==> config.mk <==
export PLATFORM = sky130hd
export DESIGN_NAME = uart_tx_responder_flat
export DESIGN_NICKNAME = d
export VERILOG_FILES = /design/src/rtl/uart_tx_responder_if.sv /design/src/rtl/uart_tx_responder.sv /design/src/flat_wrapper.sv
export SDC_FILE = /design/constraint.sdc
export NUM_CORES = 1
export LEC_CHECK = 0
export ABC_CLOCK_PERIOD_IN_PS = 4000
export CAP_MARGIN = 20
export CORE_MARGIN = 1
export CORE_UTILIZATION = 23
export CTS_CLUSTER_DIAMETER = 100
export DETAILED_ROUTE_END_ITERATION = 10
export SYNTH_ARGS = -nofsm -noshare
export SYNTH_HDL_FRONTEND = slang
export SYNTH_SLANG_ARGS = --single-unit
==> constraint.sdc <==
create_clock -name clk -period 4 [get_ports clk]
set_input_delay 0.6 -clock clk [delete_from_list [all_inputs] [get_ports clk]]
set_output_delay 0.6 -clock clk [all_outputs]
set_load 0.02 [all_outputs]
==> src/rtl/uart_tx_responder_if.sv <==
// uart_tx_responder_if: data-memory bus bundle
// Same load/store signalling as data_mem.
interface uart_tx_responder_if;
  logic        sel;
  logic [13:0] addr;
  logic [31:0] write_data;
  logic        memwrite;
  logic        memread;
  logic [2:0]  sign_mask;
  logic [31:0] read_data;
  logic        clk_stall;

  modport master (
    output sel,
    output addr,
    output write_data,
    output memwrite,
    output memread,
    output sign_mask,
    input  read_data,
    input  clk_stall
  );

  modport slave (
    input  sel,
    input  addr,
    input  write_data,
    input  memwrite,
    input  memread,
    input  sign_mask,
    output read_data,
    output clk_stall
  );
endinterface

==> src/rtl/uart_tx_responder.sv <==
// uart_tx_responder: memory-mapped 8N1 UART transmitter
// Bus responder beside data_mem, TX FIFO, serialiser.
module uart_tx_responder #(
  parameter int          FIFO_DEPTH  = 4,
  parameter logic [15:0] DEFAULT_DIV = 16'd52
) (
  input  logic               clk,
  input  logic               reset,
  uart_tx_responder_if.slave bus,
  output logic               tx_o
);
  localparam int AW = $clog2(FIFO_DEPTH);
  localparam int CW = AW + 1;

  typedef enum logic [1:0] {
    B_IDLE,
    B_READ,
    B_WFULL
  } bus_st_t;

  typedef enum logic [1:0] {
    IDLE,
    START,
    DATA,
    STOP
  } tx_st_t;

  bus_st_t       bus_q, bus_d;
  logic [31:0]   rdata_q, rdata_d;
  logic [7:0]    wbyte_q, wbyte_d;
  logic [15:0]   baud_q, baud_d;

  logic [7:0]    mem_q [FIFO_DEPTH];
  logic [AW-1:0] wptr_q, wptr_d;
  logic [AW-1:0] rptr_q, rptr_d;
  logic [CW-1:0] cnt_q, cnt_d;

  tx_st_t        tx_q, tx_d;
  logic [7:0]    shift_q, shift_d;
  logic [15:0]   div_q, div_d;
  logic [15:0]   bcnt_q, bcnt_d;
  logic [2:0]    bit_q, bit_d;

  logic          push, pop;
  logic [7:0]    push_data;
  logic          stall;
  logic          fifo_full, fifo_empty, busy;
  logic          a_st, a_bd, a_tx;
  logic [31:0]   status, reg_val;
  logic [15:0]   div_new;
  logic          unused_bits;

  assign unused_bits = ^{bus.sign_mask,
                         bus.addr[13:4],
                         bus.addr[1:0],
                         bus.write_data[31:16]};

  assign fifo_full  = (cnt_q == CW'(FIFO_DEPTH));
  assign fifo_empty = (cnt_q == '0);
  assign busy       = (tx_q != IDLE);

  assign a_tx = (bus.addr[3:2] == 2'd0);
  assign a_st = (bus.addr[3:2] == 2'd1);
  assign a_bd = (bus.addr[3:2] == 2'd2);

  assign status = {24'd0, 4'(cnt_q), 1'b0,
                   fifo_empty, busy, fifo_full};

  // Load mux: TXDATA and the reserved slot read 0
  always_comb begin
    reg_val = '0;
    unique case (1'b1)
      a_st:    reg_val = status;
      a_bd:    reg_val = {16'd0, baud_q};
      default: reg_val = '0;
    endcase
  end

  // Bus FSM: one-cycle load latency, stall on full FIFO
  always_comb begin
    bus_d     = bus_q;
    rdata_d   = rdata_q;
    wbyte_d   = wbyte_q;
    baud_d    = baud_q;
    push      = 1'b0;
    push_data = bus.write_data[7:0];
    stall     = 1'b0;
    unique case (bus_q)
      B_IDLE: begin
        if (bus.sel && bus.memread) begin
          rdata_d = reg_val;
          bus_d   = B_READ;
          stall   = 1'b1;
        end else if (bus.sel && bus.memwrite) begin
          if (a_tx) begin
            if (!fifo_full) begin
              push = 1'b1;
            end else begin
              wbyte_d = bus.write_data[7:0];
              bus_d   = B_WFULL;
              stall   = 1'b1;
            end
          end else if (a_bd) begin
            baud_d = bus.write_data[15:0];
          end
        end
      end
      B_READ: begin
        bus_d = B_IDLE;
      end
      B_WFULL: begin
        stall     = 1'b1;
        push_data = wbyte_q;
        if (pop || !fifo_full) begin
          push  = 1'b1;
          bus_d = B_IDLE;
        end
      end
      default: begin
        bus_d = B_IDLE;
      end
    endcase
  end

  assign bus.clk_stall = stall;
  assign bus.read_data = rdata_q;

  // Bus-side registers
  always_ff @(posedge clk or posedge reset) begin
    if (reset) begin
      bus_q   <= B_IDLE;
      rdata_q <= '0;
      wbyte_q <= '0;
      baud_q  <= DEFAULT_DIV;
    end else begin
      bus_q   <= bus_d;
      rdata_q <= rdata_d;
      wbyte_q <= wbyte_d;
      baud_q  <= baud_d;
    end
  end

  // FIFO pointer and fill-count update
  always_comb begin
    wptr_d = wptr_q;
    rptr_d = rptr_q;
    cnt_d  = cnt_q;
    if (push) begin
      wptr_d = wptr_q + 1'b1;
    end
    if (pop) begin
      rptr_d = rptr_q + 1'b1;
    end
    if (push && !pop) begin
      cnt_d = cnt_q + 1'b1;
    end else if (pop && !push) begin
      cnt_d = cnt_q - 1'b1;
    end
  end

  // FIFO pointers; contents drop on reset
  always_ff @(posedge clk or posedge reset) begin
    if (reset) begin
      wptr_q <= '0;
      rptr_q <= '0;
      cnt_q  <= '0;
    end else begin
      wptr_q <= wptr_d;
      rptr_q <= rptr_d;
      cnt_q  <= cnt_d;
    end
  end

  // FIFO storage
  always_ff @(posedge clk) begin
    if (push) begin
      mem_q[wptr_q] <= push_data;
    end
  end

  assign div_new = (baud_q == 16'd0) ? 16'd1 : baud_q;

  // TX FSM: start, 8 data bits LSB first, stop
  always_comb begin
    tx_d    = tx_q;
    shift_d = shift_q;
    div_d   = div_q;
    bcnt_d  = bcnt_q;
    bit_d   = bit_q;
    pop     = 1'b0;
    unique case (tx_q)
      IDLE: begin
        if (!fifo_empty) begin
          pop     = 1'b1;
          shift_d = mem_q[rptr_q];
          div_d   = div_new;
          bcnt_d  = div_new - 16'd1;
          tx_d    = START;
        end
      end
      START: begin
        if (bcnt_q == 16'd0) begin
          bcnt_d = div_q - 16'd1;
          bit_d  = 3'd0;
          tx_d   = DATA;
        end else begin
          bcnt_d = bcnt_q - 16'd1;
        end
      end
      DATA: begin
        if (bcnt_q == 16'd0) begin
          bcnt_d  = div_q - 16'd1;
          shift_d = {1'b0, shift_q[7:1]};
          if (bit_q == 3'd7) begin
            tx_d = STOP;
          end else begin
            bit_d = bit_q + 3'd1;
          end
        end else begin
          bcnt_d = bcnt_q - 16'd1;
        end
      end
      STOP: begin
        if (bcnt_q == 16'd0) begin
          if (!fifo_empty) begin
            pop     = 1'b1;
            shift_d = mem_q[rptr_q];
            div_d   = div_new;
            bcnt_d  = div_new - 16'd1;
            tx_d    = START;
          end else begin
            tx_d = IDLE;
          end
        end else begin
          bcnt_d = bcnt_q - 16'd1;
        end
      end
      default: begin
        tx_d = IDLE;
      end
    endcase
  end

  // TX-side registers
  always_ff @(posedge clk or posedge reset) begin
    if (reset) begin
      tx_q    <= IDLE;
      shift_q <= '0;
      div_q   <= DEFAULT_DIV;
      bcnt_q  <= '0;
      bit_q   <= '0;
    end else begin
      tx_q    <= tx_d;
      shift_q <= shift_d;
      div_q   <= div_d;
      bcnt_q  <= bcnt_d;
      bit_q   <= bit_d;
    end
  end

  assign tx_o = (tx_q == START) ? 1'b0 :
                (tx_q == DATA)  ? shift_q[0] :
                1'b1;
endmodule

==> src/flat_wrapper.sv <==
// flat-port wrapper written by rule: the top's interface ports become plain ports
module uart_tx_responder_flat 
#(
  parameter int          FIFO_DEPTH  = 4,
  parameter logic [15:0] DEFAULT_DIV = 16'd52
)
  (clk, reset, tx_o, bus_sel, bus_addr, bus_write_data, bus_memwrite, bus_memread, bus_sign_mask, bus_read_data, bus_clk_stall);
  uart_tx_responder_if bus_i ();
  input  logic clk;
  input  logic reset;
  output logic tx_o;
  input wire logic [$bits(bus_i.sel)-1:0] bus_sel;
  input wire logic [$bits(bus_i.addr)-1:0] bus_addr;
  input wire logic [$bits(bus_i.write_data)-1:0] bus_write_data;
  input wire logic [$bits(bus_i.memwrite)-1:0] bus_memwrite;
  input wire logic [$bits(bus_i.memread)-1:0] bus_memread;
  input wire logic [$bits(bus_i.sign_mask)-1:0] bus_sign_mask;
  output wire logic [$bits(bus_i.read_data)-1:0] bus_read_data;
  output wire logic [$bits(bus_i.clk_stall)-1:0] bus_clk_stall;
  assign bus_i.sel = bus_sel;
  assign bus_i.addr = bus_addr;
  assign bus_i.write_data = bus_write_data;
  assign bus_i.memwrite = bus_memwrite;
  assign bus_i.memread = bus_memread;
  assign bus_i.sign_mask = bus_sign_mask;
  assign bus_read_data = bus_i.read_data;
  assign bus_clk_stall = bus_i.clk_stall;
  uart_tx_responder #(.FIFO_DEPTH(FIFO_DEPTH), .DEFAULT_DIV(DEFAULT_DIV)) u_core (.clk(clk), .reset(reset), .bus(bus_i), .tx_o(tx_o));
endmodule
==> metrics.csv <==
metric;value;unit
run status;finished clean;
Vias;4639;
crit start category;flop;
initial antenna violation count;0;
Worst R2R Start;u_core.bcnt_q[0];
Synth warnings;0;
reg2reg setup slack;0.73;ns
RSZ-0062 raised after global routing;no;
area of the die;29500;um2
clock period minus worst slack;3.27;ns
Setup Skew;0.00590;ns
CTS HTree Levels;4;
Final setup viols;0;
Fin. Hold Viols;0;
WP buf/inv;2;
Hold Path Stages;2;
Pre-antenna DRT Iters;4;
GP Congestion;0.808;
CP Cell Sequence;inv_1 > ha_1 > nor4b_1 > and4_1 > a21oi_1 > o22ai_2 > ha_1 > inv_1 > fa_1 > xor2_1 > nor2_1 > xor2_1;
Tot Pwr;0.00619;W
asr flop ratio synth;0.746;
Slew HR;0.314;
footprint of the multi-input gates;3060;um2
Cell Pwr Density;758;nW/um2
GR Overflow Total;0;
first-pass GRT wire length;24.5;mm
post-synth design cell area;6630;um2
largest net degree at the start of global routing;45;
Resized Gates After CTS;0;
total track usage;0.109;
DR WL/cell;14.7;um
WL final;15.2;mm
ANT nets after route;0;
DRC;0;
Worst Path Max Fanout;9;
clock latency on the worst-skew pair;0.42;ns
count of final max-slew check failures;0;
clk root buf;clkbuf_16;
WHS Endpoint;u_core.bus.read_data[11];
Register Area;3320;um2
CTS tree;built;
setup TNS;0;ns
Max Cap Viol;0;
hold_sp;u_core.bus.read_data[11];
Port Buf Inserts;40;
clk buf depth;2;
hold_buf cts;0;
Reg clk slew, reported paths;0.06;ns
WP data required;4.35;ns
Max Clk Rate;0.306;GHz
CP top delay family;simple AND/OR/NAND/NOR gates;
cell row count;61;
Post-synth EDFFs;32;
via/cell ratio;4.49;
#FFs+latches synth;126;
slew at the pin closest to its max-slew limit;1.02;ns
DP HPWL;10.9;mm
total CTS buffers;17;
final cycle utilization of the critical path;0.818;
Critical Path Max Stage Delay;0.51;ns
crit path kind;flop to flop;
crit end category;flop;
worst reg2reg path endpoint;u_core.cnt_q[2];
Initial Utilization;0.236;
Primary FF master, synth;dfrtp_1;
syn avg cell area;11.2;um2
setup bufs post-CTS;0;
Netlist cell types;66;
Ports;88;
filler cell count;2914;
Leakage Power;3.22;nW
min-delay worst type;flop to flop;
Layout Area Growth over Synthesis;23.2;%
register area share after synthesis;0.501;
Core ar.;28100;um2
diode count;0;
Critical Path AT;3.62;ns
Reg2Reg Depth;12;
die width;172;um
layout cell share with drive strength beyond 1;0.197;
Post-Synthesis Cells;593;
die height;172;um
Clock Sinks;126;
nets@finish;716;
vias in the first global route;4537;
DR iter-0 viols;259;
Crit-path slowest cell;and4_1;
worst vdd ir;0.414;mV
==> cell families after synthesis <==
| logic type | synth area share |
|---|---|
| AO/OA/AOI/OAI | 0.115 |
| XOR/XNOR | 0.0515 |
| adder cells (fa/ha/maj) | 0.0370 |
| buffers and inverters | 0.0470 |
| flip-flops | 0.501 |
| multiplexers | 0.124 |
| other | 0.000566 |
| AND/OR/NAND/NOR | 0.123 |
==> how the worst max path moves through the flow <==
stage,startpoint,end,slack [ns],depth (start not counted)
final,u_core.bcnt_q[0],u_core.cnt_q[2],0.73,12
after global routing,u_core.bcnt_q[0],u_core.cnt_q[2],0.44,12
after CTS,u_core.bcnt_q[0],u_core.cnt_q[2],0.74,12
after detailed placement,u_core.bcnt_q[0],u_core.cnt_q[2],0.78,12
after global placement,u_core.bcnt_q[0],u_core.cnt_q[2],0.77,12
after floorplan,reset,u_core.baud_q[0],0.96,1
==> state kept, by name (all words and copies together), names as in the netlist, 3 cells and up <==
name / count
u_core.baud_q: 16
u_core.bcnt_q: 16
u_core.bit_q: 3
u_core.bus.read_data: 16
u_core.cnt_q: 3
u_core.div_q: 16
u_core.mem_q: 32
u_core.shift_q: 8
u_core.wbyte_q: 8
==> cell usage after synthesis (7+ instances only) <==
master | number | area [um2]
nand2_1 | 63 | 236
mux2i_1 | 8 | 80.1
nand3_1 | 8 | 40.0
inv_1 | 19 | 71.3
o21ai_0 | 37 | 185
xnor2_1 | 22 | 193
nor3_1 | 12 | 60.1
o22ai_1 | 8 | 50.1
mux4_2 | 8 | 180
nor2_1 | 37 | 139
buf_4 | 17 | 128
xor2_1 | 17 | 149
clkbuf_1 | 19 | 71.3
o22a_1 | 7 | 61.3
a22o_1 | 8 | 70.1
nand4_1 | 9 | 56.3
a21oi_1 | 12 | 60.1
dfrtp_1 | 88 | 2200
mux2_2 | 50 | 563
edfxtp_1 | 32 | 961
ha_1 | 18 | 225
nor4_1 | 7 | 43.8
==> layout by cell type, fill, tap and decap left out, drive strengths merged, types with 5 or more instances in the layout <==
cell type,netlist,layout
dfrtp,88,88
nand2,63,63
mux2,50,50
o21ai,42,42
clkdlybuf4s50,0,40
nor2,37,37
edfxtp,32,32
xnor2,22,22
inv,19,22
buf,25,20
ha,18,18
xor2,17,17
clkbuf,19,17
conb,1,16
a21oi,12,12
nor3,12,12
nand4,9,9
o22ai,9,9
a22o,8,8
mux4,8,8
mux2i,8,8
nand3,8,8
nor4,7,7
o22a,7,7
bufinv,0,6
dfstp,6,6
clkinv,1,6
or3,5,5
==> final cells by class <==
| cell class | instances | share of cell area |
|---|---|---|
| inverters | 20 | 0.00950 |
| well taps | 378 | 0.0579 |
| clock inverters | 15 | 0.0319 |
| repair buffers | 60 | 0.0674 |
| flip-flops and latches | 126 | 0.407 |
| multi-input cells | 418 | 0.374 |
| clock buffers | 17 | 0.0521 |
==> through the flow <==
| step | cells | area [um2] | setup WS [ns] | hold WS (ns) | utilization |
|---|---|---|---|---|---|
| 3_3_place_gp | 1001 | 7470 | 0.766 | 0.468 | 0.266 |
| 4_1_cts | 1033 | 8160 | 0.739 | 0.488 | 0.290 |
| 3_5_place_dp | 1001 | 7470 | 0.775 | 0.474 | 0.266 |
| 6_report | 1034 | 8160 | 0.728 | 0.479 | 0.291 |
| 5_1_grt | 1034 | 8160 | 0.437 | 0.508 | 0.291 |
| 2_1_floorplan | 608 | 6680 | 0.961 | 0.450 | - |
==> power breakdown <==
| part | switching [W] | internal [W] | total (W) |
|---|---|---|---|
| Combinational | 0.00125 | 0.00110 | 0.00235 |
| Clock | 0.000602 | 0.00118 | 0.00178 |
| Sequential | 0.000402 | 0.00166 | 0.00206 |
| Total | 0.00225 | 0.00394 | 0.00619 |
==> worst register-to-register path: stages (launching register included) <==
cell	delay, ns
dfrtp_1	0.40
inv_1	0.11
ha_1	0.16
nor4b_1	0.40
and4_1	0.51
a21oi_1	0.19
o22ai_2	0.31
ha_1	0.26
inv_1	0.06
fa_1	0.37
xor2_1	0.17
nor2_1	0.11
xor2_1	0.15
==> routing by layer <==
layer  global-route usage  vias to the layer above  wire length [um]
li1                     -                     2235                 -
met1                0.144                     2276              7330
met2                0.171                      105              7080
met3               0.0212                       23               516
met4               0.0531                        0               291
met5                    0                        -                 0
Power figures use the tool's default switching activity.
